<file path="src/rtl/tlb_pkg.sv">
// tlb_pkg: shared widths, Sv32 entry field offsets and sequencer states for the TLB refill controller.
package tlb_pkg;
   localparam int VPN_W     = 20;
   localparam int PPN_W     = 22;
   localparam int TLB_DEPTH = 32;
   localparam int IDX_W     = 5;
   localparam int ENTRY_W   = VPN_W + 32;
   localparam int F_V       = 0;
   localparam int F_R       = 1;
   localparam int F_W       = 2;
   localparam int F_X       = 3;
   localparam int F_U       = 4;
   localparam int PPN_LO    = 10;
   localparam int PPN_HI    = 31;
   localparam int VPN_LO    = 32;
   localparam int VPN_HI    = 51;
   typedef enum logic [2:0] {IDLE, LOOKUP, CHECK, WALK, REFILL, FLUSH} state_t;
endpackage

</file>
<file path="src/rtl/tlb_victim_ptr.sv">
// tlb_victim_ptr: round-robin refill slot pointer, cleared when a flush completes.
module tlb_victim_ptr
   import tlb_pkg::*;
(
   input  logic             clk,
   input  logic             rst,
   input  logic             i_inc,
   input  logic             i_clr,
   output logic [IDX_W-1:0] o_idx
);
   logic [IDX_W-1:0] r_idx;
   always_ff @(posedge clk or posedge rst)
      if (rst) r_idx <= '0;
      else     r_idx <= i_clr ? '0 : (i_inc ? r_idx + IDX_W'(1) : r_idx);
   assign o_idx = r_idx;
endmodule

</file>
<file path="src/rtl/tlb_refill_ctrl.sv">
// tlb_refill_ctrl: lookup / page-walk refill / flush sequencer for a 32-entry Sv32 TLB CAM.
// Optional TLB_PERF_CNT_EN adds saturating hit_count / miss_count outputs.
module tlb_refill_ctrl
   import tlb_pkg::*;
(
   input  logic               clk,
   input  logic               rst,
   input  logic               req_valid,
   input  logic [VPN_W-1:0]   req_vpn,
   output logic               req_ready,
   output logic               resp_valid,
   output logic [PPN_W-1:0]   resp_ppn,
   output logic [3:0]         resp_perm,
   output logic               resp_fault,
   input  logic               flush_req,
   output logic               flush_done,
   output logic               tlb_re,
   output logic [VPN_W-1:0]   tlb_vpn,
   input  logic               tlb_miss,
   input  logic               tlb_valid_data,
   input  logic [PPN_W+3:0]   tlb_data,
   output logic               tlb_we,
   output logic [IDX_W-1:0]   tlb_waddr,
   output logic [ENTRY_W-1:0] tlb_wdata,
   output logic               ptw_req,
   output logic [VPN_W-1:0]   ptw_vpn,
   input  logic               ptw_ack,
   input  logic [31:0]        ptw_pte,
   input  logic               ptw_fault
`ifdef TLB_PERF_CNT_EN
   ,
   output logic [31:0]        hit_count,
   output logic [31:0]        miss_count
`endif
);
   state_t           r_state, w_next;
   logic [VPN_W-1:0] r_vpn;
   logic [31:0]      r_pte;
   logic             r_replay;
   logic [IDX_W-1:0] r_flush_cnt, w_victim;
   logic             r_resp_valid, r_resp_fault;
   logic [PPN_W-1:0] r_resp_ppn;
   logic [3:0]       r_resp_perm;
   logic             w_rsp, w_hit, w_walk, w_refill, w_flush, w_last;

   always_ff @(posedge clk or posedge rst)
      if (rst) r_state <= IDLE;
      else     r_state <= w_next;

   always_comb begin
      w_next     = r_state;
      w_rsp      = 1'b0;
      w_hit      = 1'b0;
      w_walk     = 1'b0;
      w_refill   = r_state == REFILL;
      w_flush    = r_state == FLUSH;
      w_last     = w_flush && r_flush_cnt == IDX_W'(TLB_DEPTH - 1);
      req_ready  = r_state == IDLE && !flush_req;
      tlb_re     = r_state == LOOKUP;
      tlb_vpn    = tlb_re ? r_vpn : '0;
      ptw_req    = r_state == WALK;
      ptw_vpn    = ptw_req ? r_vpn : '0;
      tlb_we     = w_refill || w_flush;
      tlb_waddr  = w_flush ? r_flush_cnt : (w_refill ? w_victim : '0);
      tlb_wdata  = w_refill ? {r_vpn, r_pte} : '0;
      flush_done = w_last;
      case (r_state)
         IDLE:   w_next = flush_req ? FLUSH : (req_valid ? LOOKUP : IDLE);
         LOOKUP: w_next = CHECK;
         CHECK: begin
            w_hit  = tlb_valid_data;
            w_rsp  = tlb_valid_data || r_replay;
            w_walk = !tlb_valid_data && (tlb_miss || !r_replay) && !r_replay;
            w_next = w_rsp ? IDLE : WALK;
         end
         WALK: begin
            w_rsp  = ptw_ack && (ptw_fault || !ptw_pte[F_V]);
            w_next = !ptw_ack ? WALK : (w_rsp ? IDLE : REFILL);
         end
         REFILL: w_next = LOOKUP;
         FLUSH:  w_next = w_last ? IDLE : FLUSH;
         default: w_next = IDLE;
      endcase
   end

   always_ff @(posedge clk or posedge rst)
      if (rst) begin
         r_vpn        <= '0;
         r_pte        <= '0;
         r_replay     <= 1'b0;
         r_flush_cnt  <= '0;
         r_resp_valid <= 1'b0;
         r_resp_ppn   <= '0;
         r_resp_perm  <= '0;
         r_resp_fault <= 1'b0;
      end else begin
         r_resp_valid <= w_rsp;
         if (w_rsp) begin
            r_resp_ppn   <= w_hit ? tlb_data[PPN_W+3:4] : '0;
            r_resp_perm  <= w_hit ? tlb_data[3:0] : '0;
            r_resp_fault <= !w_hit;
         end
         if (r_state == IDLE && w_next == LOOKUP) r_vpn <= req_vpn;
         if (ptw_req && ptw_ack) r_pte <= ptw_pte;
         // the replay flag marks the second lookup after a refill
         r_replay    <= (w_next == IDLE) ? 1'b0 : (w_refill ? 1'b1 : r_replay);
         r_flush_cnt <= w_flush ? r_flush_cnt + IDX_W'(1) : '0;
      end

   assign resp_valid = r_resp_valid;
   assign resp_ppn   = r_resp_ppn;
   assign resp_perm  = r_resp_perm;
   assign resp_fault = r_resp_fault;

   tlb_victim_ptr u_victim (
      .clk   (clk),
      .rst   (rst),
      .i_inc (w_refill),
      .i_clr (w_last),
      .o_idx (w_victim)
   );

`ifdef TLB_PERF_CNT_EN
   logic [31:0] r_hit_cnt, r_miss_cnt;
   always_ff @(posedge clk or posedge rst)
      if (rst) begin
         r_hit_cnt  <= '0;
         r_miss_cnt <= '0;
      end else begin
         if (w_hit && ~&r_hit_cnt)   r_hit_cnt  <= r_hit_cnt + 32'd1;
         if (w_walk && ~&r_miss_cnt) r_miss_cnt <= r_miss_cnt + 32'd1;
      end
   assign hit_count  = r_hit_cnt;
   assign miss_count = r_miss_cnt;
`endif
endmodule
</file>
<file path="config.mk">
export PLATFORM = sky130hd
export DESIGN_NAME = tlb_refill_ctrl
export DESIGN_NICKNAME = d
export VERILOG_FILES = /design/src/rtl/tlb_pkg.sv /design/src/rtl/tlb_victim_ptr.sv /design/src/rtl/tlb_refill_ctrl.sv
export SDC_FILE = /design/constraint.sdc
export NUM_CORES = 1
export LEC_CHECK = 0
export CORE_MARGIN = 2
export CORE_UTILIZATION = 32
export CTS_BUF_LIST = sky130_fd_sc_hd__clkbuf_2
export CTS_CLUSTER_SIZE = 40
export DETAILED_ROUTE_END_ITERATION = 12
export PLACE_DENSITY = 0.7
export SLEW_MARGIN = 0
export SYNTH_ARGS = -nofsm -noshare
export SYNTH_HDL_FRONTEND = slang
export SYNTH_SLANG_ARGS = --single-unit
export TNS_END_PERCENT = 5
</file>
<file path="constraint.sdc">
create_clock -name clk -period 8.1 [get_ports clk]
set_input_delay 2.43 -clock clk [delete_from_list [all_inputs] [get_ports clk]]
set_output_delay 2.43 -clock clk [all_outputs]
set_load 0.02 [all_outputs]
</file>
==> results of run 1 <==
## synth_stat cells (5+ instances only)
cell type | count | area [um^2]
clkbuf_1 | 16 | 60.1
mux2_2 | 20 | 225
nand2_1 | 100 | 375
dfrtp_1 | 94 | 2350
and2_1 | 92 | 576
and3_1 | 6 | 37.5
buf_2 | 6 | 30.0
mux2i_1 | 6 | 60.1
a22o_1 | 26 | 228
nor2_1 | 11 | 41.3
a21oi_1 | 5 | 25.0
inv_1 | 6 | 22.5
## per-stage QoR
| stage | utilization | cell area (um^2) |
|---|---|---|
| global placement | 0.500 | 6670 |
| floorplan | - | 4410 |
| CTS | 0.510 | 6810 |
| global route | 0.510 | 6810 |
| detailed placement | 0.500 | 6670 |
| finish | 0.510 | 6810 |
## flip-flops by register name, summed over array words and instances, names as in the netlist
register and flops:
r_flush_cnt 5, r_pte 32, r_replay 1, r_state 3, r_vpn 20, resp_fault 1
resp_perm 4, resp_ppn 22, resp_valid 1, u_victim.o_idx 5
## power breakdown
| group | total (uW) | switching, uW | internal [uW] |
|---|---|---|---|
| registers | 802 | 154 | 648 |
| clock network | 255 | 155 | 100 |
| logic | 1000 | 491 | 512 |
| total | 2060 | 800 | 1260 |
## cells by family (layout without fill, tap and decap cells)
family | Yosys count | after routing | synth area share
XOR/XNOR | 4 | 4 | 0.00794
AND/OR/NAND/NOR | 226 | 226 | 0.268
adder cells (fa/ha/maj) | 3 | 3 | 0.00850
multiplexers | 26 | 26 | 0.0646
buffers and inverters | 34 | 239 | 0.0383
flip-flops | 94 | 94 | 0.533
AO/OA/AOI/OAI | 41 | 41 | 0.0799
## worst min path at each step
stage	end	slack, ns	depth (start not counted)
after global placement	r_pte[17]$_DFFE_PP0P_	0.45	2
after global routing	r_pte[0]$_DFFE_PP0P_	0.53	2
after detailed placement	r_pte[23]$_DFFE_PP0P_	0.45	2
final	r_pte[23]$_DFFE_PP0P_	0.50	2
after CTS	r_pte[23]$_DFFE_PP0P_	0.51	2
after floorplan	r_pte[0]$_DFFE_PP0P_	0.44	2
## worst reg2reg max path, cell delays in order, from the launching register on
cell and delay [ns]:
dfrtp_1 0.76, nor3b_4 0.80, buf_4 0.43, xnor2_1 0.18, nor2_1 0.05
## per-layer routing
layer  vias to the layer above  part of all wire  global-route usage
met3                        15             0.071              0.0489
met5                         -                 0                   0
met2                       125              0.49               0.273
met1                      1794              0.42               0.192
li1                       1800                 -                   -
met4                         0             0.015              0.0596
## cell type report
cell class | count | area [um^2] | share of cell area
clock inverter | 6 | 86.3 | 0.0127
clock buffer | 9 | 45.0 | 0.00662
timing repair buffer | 218 | 2170 | 0.319
tap | 176 | 220 | 0.0324
inverter | 6 | 25.0 | 0.00368
multi-input combinational | 300 | 1900 | 0.280
sequential | 94 | 2350 | 0.346
==> results.yml, run 1 <==
clocking:
  clk_pin_slew_ns: 0.23
  ctsHoldBuffers: 0
  cts.sinks: 94
  cts_htree_levels: 3
  cts_resized: 0
  clock_path_buffers: 2
  cts_inserted_buffers: 9
  post_cts.repair.setup_buffers: 0
  cts_root_buffer: "clkbuf_2"
  tritoncts: "yes"
  clock_latency_ns: 0.55
place:
  dp_cells: 794
  place_hpwl_mm: 8.62
  portBuffers: 214
  gp_congestion: 0.747
  preCtsSetupSlack_ns: 1.94
critical_path:
  cp_max_fo: 3
  path_cells: "clkdlybuf4s50_1 -> nor4_4 -> clkdlybuf4s50_1"
  cpLargestDelayFamily: "buffers and inverters"
  crit_path_start_kind: "input pin"
  r2r-end: "u_victim.o_idx[0]$_DFFE_PP0P_"
  cp_num_cells: 3
  worstPathArrival_ns: 3.74
  crit_start: "flush_req"
  criticalPathCategory: "in2out"
  rr_startpoint: "r_state[0]$_DFF_PP0_"
  worstSetupEndpoint: "req_ready"
  cp.required_ns: 5.67
  critPathBufInv: 2
  crit_path_frequent_cell: "clkdlybuf4s50_1"
  cp_slowest_stage_delay_ns: 0.66
  worst_setup_path_end_kind: "primary output"
  crit_path_top_delay_cell: "clkdlybuf4s50_1"
  r2r_cells: 4
  r2r_slack_ns: 5.82
synth:
  synthCells: 428
  synth-seq-cells: 94
  async_flop_share: 1.00
  synth_cell_types: 41
  syn_nets: 517
  synth_edf_count: 0
  synth.avg_cell_area_um2: 10.3
  yosys_warnings: 0
  ys.flop_type: "dfrtp_1"
  ys_seq_area_frac: 0.533
  synth_area_um2: 4410
sta:
  final_max_slew_viol_count: 0
  fin_tns_setup_ns: 0
  fmax_mhz: 162
  rsz0062_at_grt: "no"
  hold_slack_ns: 0.502
  hold_violations: 0
  relSlewSlack: 0.311
  min_period_ns: 6.17
  finClkSkew_ns: 0.0208
  finalSetupViolCount: 0
  worst-slew-pin-transition_ns: 1.03
  period_share: 0.761
  fin_ws_ns: 1.93
floorplanning:
  die_y_um: 121
  io-pin-count: 216
  dieArea_um2: 14800
  die_width_um: 121
  num_rows: 42
  core-area_um2: 13300
  start_util: 0.331
power_and_ir_drop:
  max-vdd-ir-drop_v: 0.000187
  cellPowerDensity_nw_per_um2: 303
  total_power_uw: 2060
  total_leakage_power_uw: 0.00303
detailed_routing:
  ant_nets: 0
  detail_route.first_pass.iterations: 4
  vias_per_cell: 4.62
  drt-initial-drc-count: 140
  drc_errors: 0
  wl_mm: 12.0
  via_count: 3734
  wl_per_cell_um: 14.8
layout:
  final_cells: 809
  fin_nets: 718
  nFillCells: 1227
  syn_to_final_growth_pct: 54.2
  final_common_cell: "clkdlybuf4s50_1"
  diodes: 0
  drive_gt1_frac: 0.0790
  layout_common_cells: "clkdlybuf4s50_1, nand2_1, dfrtp_1"
global_routing:
  grt_pass1_wl_mm: 18.7
  grt_max_degree: 57
  grt_overflow: 0
  antenna_found_initial: 0
  grt_pass1_vias: 3786
  grt_usage: 0.161
job:
  cap_violations: 0
min_path:
  worstHoldStart: "r_pte[23]$_DFFE_PP0P_"
  hold_class: "reg2reg"
outcome:
  status: "completed"
Note: power is estimated with default switching activity, not from simulation.
==> inputs of run 2 (changes only) <==
- clock period: 8.1 -> 6.12 ns (I/O delays scaled with it)
==> run 2 against run 1 <==
Net effect: die area did not move; wire length is 0.24% higher; power up 35%; combinational power up 33%; final area rose by 0.39%; clock skew is 0.0029 ns higher; setup slack got worse by 1.0 ns; critical path depth up 1; sequential share of layout area shrank 0.13 points; sequential power grew 32%; critical path type is now reg2out; largest power group unchanged.
==> results.yml, run 2 (same netlist as run 1, synthesis figures left out) <==
critical_path:
  criticalPathCategory: "reg2out"
  cp_max_fo: 35
  r2r_cells: 3
  crit_path_start_kind: "register"
  r2r_slack_ns: 3.80
  cp.required_ns: 4.28
  worstSetupEndpoint: "tlb_wdata[15]"
  worstPathArrival_ns: 3.35
  crit_start: "r_state[0]$_DFF_PP0_"
  worst_setup_path_end_kind: "primary output"
  rr_startpoint: "r_state[0]$_DFF_PP0_"
  r2r-end: "resp_ppn[6]$_DFFE_PP0P_"
detailed_routing:
  wl_per_cell_um: 14.8
  drt-initial-drc-count: 126
  wl_mm: 12.0
  detail_route.first_pass.iterations: 4
  ant_nets: 0
  via_count: 3713
  vias_per_cell: 4.58
  drc_errors: 0
power_and_ir_drop:
  total_power_uw: 2780
  total_leakage_power_uw: 0.00305
  cellPowerDensity_nw_per_um2: 407
  max-vdd-ir-drop_v: 0.000244
floorplanning:
  die_width_um: 121
  die_y_um: 121
  io-pin-count: 216
  dieArea_um2: 14800
  num_rows: 42
  core-area_um2: 13300
  start_util: 0.331
place:
  gp_congestion: 0.757
  portBuffers: 214
  place_hpwl_mm: 8.65
sta:
  period_share: 0.848
  finClkSkew_ns: 0.0237
  min_period_ns: 5.19
  final_max_slew_viol_count: 0
  worst-slew-pin-transition_ns: 1.05
  rsz0062_at_grt: "no"
  finalSetupViolCount: 0
  hold_violations: 0
  fmax_mhz: 193
  fin_tns_setup_ns: 0
  relSlewSlack: 0.300
layout:
  drive_gt1_frac: 0.0789
  fin_nets: 718
  layout_common_cells: "clkdlybuf4s50_1, nand2_1, dfrtp_1"
  largest_register_ffs: 32
  final_common_cell: "clkdlybuf4s50_1"
  diodes: 0
  largest_register: "r_pte"
  syn_to_final_growth_pct: 54.8
clocking:
  clk_pin_slew_ns: 0.24
  cts_htree_levels: 3
  tritoncts: "yes"
  ctsHoldBuffers: 0
  cts_root_buffer: "clkbuf_2"
  cts_resized: 0
  cts.sinks: 94
  post_cts.repair.setup_buffers: 0
  cts_inserted_buffers: 9
  clock_latency_ns: 0.58
  clock_path_buffers: 2
global_routing:
  grt_usage: 0.166
  grt_max_degree: 53
  grt_pass1_wl_mm: 19.4
  grt_overflow: 0
  antenna_found_initial: 0
  grt_pass1_vias: 3830
min_path:
  hold_class: "reg2reg"
outcome:
  status: "completed"
job:
  cap_violations: 0
run 2: per-stage QoR:
step                      hold slack (ns)  cells  setup WS (ns)  area [um^2]  utilization
after global placement              0.450    794           1.14         6670        0.500
after detailed placement            0.454    794           1.15         6670        0.500
after floorplan                     0.437    428           1.84         4410            -
after global routing                0.533    810          0.593         6830        0.512
after CTS                           0.505    810          0.808         6830        0.512
final                               0.501    810          0.929         6830        0.512
run 2: where the power goes:
part / leakage, uW / switching (uW) / internal (uW)
Sequential: 0.00121 / 204 / 857
Clock: 0.0000933 / 210 / 174
Combinational: 0.00175 / 654 / 678
Total: 0.00305 / 1070 / 1710
run 2: worst min path at each step:
stage                          start                    end  slack (ns)  cells past startpoint
2_1_floorplan   r_pte[0]$_DFFE_PP0P_   r_pte[0]$_DFFE_PP0P_        0.44                      2
3_3_place_gp   r_pte[17]$_DFFE_PP0P_  r_pte[17]$_DFFE_PP0P_        0.45                      2
3_5_place_dp   r_pte[23]$_DFFE_PP0P_  r_pte[23]$_DFFE_PP0P_        0.45                      2
4_1_cts        r_pte[23]$_DFFE_PP0P_  r_pte[23]$_DFFE_PP0P_        0.50                      2
5_1_grt        r_pte[23]$_DFFE_PP0P_  r_pte[23]$_DFFE_PP0P_        0.53                      2
6_report       r_pte[23]$_DFFE_PP0P_  r_pte[23]$_DFFE_PP0P_        0.50                      2
run 2: cell type report:
class                   count  area (um^2)
clock inverters             7          113
multi-input cells         300         1900
flip-flops and latches     94         2350
clock buffers               9         45.0
inverters                   6         25.0
well taps                 176          220
fillers                  1219         6520
repair buffers            218         2170
run 2: worst max-delay path, stage by stage (launching register included):
cell and delay (ns):
dfrtp_1 0.76, nor3b_4 0.77, buf_4 0.43, and2_1 0.21, clkdlybuf4s50_1 0.61
run 2: metal layers:
metal,GRT usage,routed length [um]
met5,0,0
met4,0.0697,298
met2,0.268,5740
met3,0.0428,804
met1,0.212,5160
